<file path="config.mk">
export PLATFORM = sky130hd
export DESIGN_NAME = fifo_buffer
export DESIGN_NICKNAME = d
export VERILOG_FILES = /design/src/rtl/fifo_buffer.sv
export SDC_FILE = /design/constraint.sdc
export NUM_CORES = 1
export LEC_CHECK = 0
export ABC_AREA = 1
export CORE_MARGIN = 2
export CORE_UTILIZATION = 62
export CTS_CLUSTER_DIAMETER = 30
export DETAILED_ROUTE_END_ITERATION = 12
export PLACE_DENSITY = 0.8
export SKIP_LAST_GASP = 1
export SLEW_MARGIN = 20
export SYNTH_ARGS = -nofsm -noshare
export SYNTH_HDL_FRONTEND = slang
export SYNTH_SLANG_ARGS = --single-unit
</file>
<file path="constraint.sdc">
create_clock -name clock -period 3.7 [get_ports clock]
set_input_delay 0.555 -clock clock [delete_from_list [all_inputs] [get_ports clock]]
set_output_delay 0.555 -clock clock [all_outputs]
set_load 0.05 [all_outputs]
</file>
<file path="src/rtl/fifo_buffer.sv">
// fifo_buffer: single-clock FIFO with a programmable full threshold and 1-cycle registered read data.
module fifo_buffer #(
  parameter int DATA_WIDTH = 8,
  parameter int ADDR_WIDTH = 5
) (
  input  logic                  clock,
  input  logic                  reset_n,
  input  logic                  write_enable,
  input  logic                  read_enable,
  input  logic [DATA_WIDTH-1:0] data_in,
  input  logic [ADDR_WIDTH:0]   full_thres,
  output logic [DATA_WIDTH-1:0] data_out,
  output logic                  empty,
  output logic                  full
);
  localparam int DEPTH = 1 << ADDR_WIDTH;
  localparam logic [ADDR_WIDTH:0] DEPTH_V = DEPTH[ADDR_WIDTH:0];
  logic [DATA_WIDTH-1:0] mem [DEPTH];
  logic [ADDR_WIDTH-1:0] wr_ptr, rd_ptr;
  logic [ADDR_WIDTH:0] count, th;
  logic wr_ok, rd_ok;
  // A zero or out-of-range threshold falls back to the full memory depth.
  assign th = (full_thres == '0 || full_thres > DEPTH_V) ? DEPTH_V : full_thres;
  assign full = count >= th;
  assign empty = count == '0;
  assign wr_ok = write_enable && !full && reset_n;
  assign rd_ok = read_enable && !empty && reset_n;
  always_ff @(posedge clock)
    if (wr_ok) mem[wr_ptr] <= data_in;
  always_ff @(posedge clock or negedge reset_n)
    if (!reset_n) begin
      wr_ptr <= '0;
      rd_ptr <= '0;
      count <= '0;
      data_out <= '0;
    end else begin
      if (wr_ok) wr_ptr <= wr_ptr + ADDR_WIDTH'(1);
      if (rd_ok) begin
        rd_ptr <= rd_ptr + ADDR_WIDTH'(1);
        data_out <= mem[rd_ptr];
      end
      count <= (wr_ok && !rd_ok) ? count + (ADDR_WIDTH+1)'(1) :
               (rd_ok && !wr_ok) ? count - (ADDR_WIDTH+1)'(1) : count;
    end
endmodule

</file>
==> impl_results.md <==
* Status: finished clean
* CTS max path bufs at 3
* Vias/cell at 5.599
* Routed vias at 8717
* P_leak at 6.007 nW
* Top Ports at 28
* Synthesized Nets at 1221
* Layout Cells excl Fill at 1557
* GP Congestion at 0.8983
* Die H at 144.6 um
* Max_cap viols at 0
* Rel. slew slack at 0.4449
* Worst setup margin at 405.1 ps
* Wire per inst at 18.12 um
* Fmax at 303.5 MHz
* CTS tree: done
* Die width at 144.6 um
* Post-synth EDFFs at 256
* Cts bufs inserted at 43
* Core area at 0.01940 sq mm
* Clk_lat worst skew at 520 ps
* Final setup fails at 0
* Hpwl dp at 16170 um
* Yosys reg bits at 280
* VDD IR max at 0.4796 mV
* Clk pin slew, worst setup/hold paths at 60 ps
* Final worst-path cycle share at 0.8905
* Async set-reset flop share out of synthesis at 0.08571
* N_diodes at 0
* Main synth FF type: edfxtp_1
* Cells after Synth at 1186
* CTS resizes at 0
* Fraction of layout cells with a size suffix above 1 at 0.1045
* Initial Utilization at 0.6316
* Vias in the first global route at 8483
* DR pass1 iterations at 7
* Setup TNS at 0 ps
* Die area at 0.02090 sq mm
* Row cnt at 51
* IO buf count at 27
* Remaining global-route overflow at 0
* Hold_ws at 260.2 ps
* Postcts setup bufs at 0
* Critical Path Source Type: input pin
* Area growth, synth to finish at 18.22%
* Final Hold Fails at 0
* Crit path DAT at 3680 ps
* Detailed Route Iter0 Violations at 716
* Total GRT Usage at 0.2792
* Clock Skews at 16.50 ps
* CTS H-tree lvls at 2
* Ys Warns at 0
* # hold bufs at CTS at 0
* Largest net degree at the start of global routing at 75
* HP Class: input pin to asynchronous set/reset pin
* Remaining DRCs at 0
* RSZ-0062 raised after global routing: no
* CTS Root Cell: clkbuf_16
* Clk sinks at 280
* First-pass GRT wire length at 43970 um
* DP Cell Count at 1478
* Fin. max-slew vios at 0
* Initial antenna violation count at 0
* PwrDens at 782.9 mW/mm^2
* CP Capture Type: flop
* Post-synth cell types at 23
* WL final at 28220 um
* Nets at 1293
* Pre-CTS setup slack at -15.26 ps
* WP data required at 4090 ps
* Post-route minimum period at 3295 ps
* Crit-path max FO at 5
* CP Class: input pin to flop
* Syn_area_per_cell at 10.33 sq um
* Final ANT Viol Nets at 0
* Synth Cell Area at 0.01225 sq mm
* Post-synthesis sequential area ratio at 0.6764
* Worst Tran Pin Value at 832.7 ps
==> per-layer routing <==
metal,GRT usage,share of wire,vias up,wire (um)
met5,0,0,-,0
met4,0.1180,0.037,0,1038
met3,0.05331,0.078,76,2213
met2,0.4697,0.49,411,13920
met1,0.3586,0.39,4178,11050
li1,-,-,4052,-
==> per-stage QoR <==
stage | utilization | total power, mW | cell area, sq um
final | 0.7467 | 11.34 | 14490
after global routing | 0.7467 | 11.87 | 14490
after CTS | 0.7467 | 11.34 | 14490
after detailed placement | 0.6689 | 7.196 | 12970
after global placement | 0.6689 | 7.085 | 12970
after floorplan | - | 6.249 | 12250
==> flip-flops by register name (all words and copies together) (netlist names) <==
signal    count
rd_ptr        5
mem         256
count         6
wr_ptr        5
data_out      8
==> synthesized netlist by cell type, types with 3 or more instances <==
| cell type | instances | area share |
|---|---|---|
| nand3_1 | 163 | 0.067 |
| ha_1 | 16 | 0.016 |
| a21oi_1 | 21 | 0.0086 |
| clkinv_1 | 3 | 0.00092 |
| buf_2 | 36 | 0.015 |
| nor3_1 | 3 | 0.0012 |
| edfxtp_1 | 256 | 0.63 |
| xnor2_1 | 3 | 0.0021 |
| inv_1 | 126 | 0.039 |
| clkbuf_1 | 8 | 0.0025 |
| buf_4 | 7 | 0.0043 |
| nand2_1 | 392 | 0.12 |
| nor2_1 | 93 | 0.028 |
| dfrtp_1 | 24 | 0.049 |
| xor2_1 | 8 | 0.0057 |
| o21ai_0 | 18 | 0.0074 |
==> layout make-up <==
class                           instances  area, sq um
Timing Repair Buffer                   79        658.1
Clock buffer                           51         1211
Multi-Input combinational cell        723         3199
Sequential cell                       280         8293
Fill cell                            1262         4913
Tap cell                              265        331.6
Inverter                              131        493.0
Clock inverter                         28        299.0
==> critical path, stage by stage <==
cell	delay [ps]
clkdlybuf4s50_1	490
nor2_1	50
nand3_1	90
nand2_1	50
inv_1	70
nor2_1	40
inv_1	70
nand2_1	60
ha_1	260
a21boi_0	120
o21ai_0	190
nand2_1	130
nor2_2	130
ha_1	210
inv_1	120
ha_1	360
a21oi_1	250
o21a_1	180
xor2_1	160
o21ai_0	90
==> logic make-up after synthesis <==
logic type | Yosys count | synth area share
AND/OR/NAND/NOR | 652 | 0.2169
adder cells (fa/ha/maj) | 17 | 0.01797
flip-flops | 280 | 0.6764
XOR/XNOR | 11 | 0.007863
buffers and inverters | 183 | 0.06249
AO/OA/AOI/OAI | 43 | 0.01838
==> final timing paths <==
kind	from	to	slack (ps)	cells after the start
min	reset_n	count[5]	260	1
min reg2reg	data_out[7]	data_out[7]	530	2
min in group clock	data_out[7]	data_out[7]	530	2
max	full_thres[1]	count[3]	410	20
max reg2reg	count[0]	count[3]	760	14
max in group asynchronous	reset_n	rd_ptr[0]	2830	2
==> placed cells by master (no fill, tap or decap), drive strengths merged <==
cell type        n
clkbuf          51
nand3          163
o21ai           18
bufinv           4
clkinv          17
a21boi           1
clkdlybuf4s50   26
clkinvlp         5
edfxtp         256
dfrtp           24
o21a             2
nand2          392
a21oi           21
xnor2            3
buf             53
ha              16
o211ai           1
nor3             3
inv            133
fa               1
nor2            94
xor2             8
==> power breakdown <==
part,switching [mW],internal (mW)
combinational,2.41,1.00
sequential,0.174,3.64
clock,1.46,2.65
No activity file was read; power rests on OpenSTA's default activity.
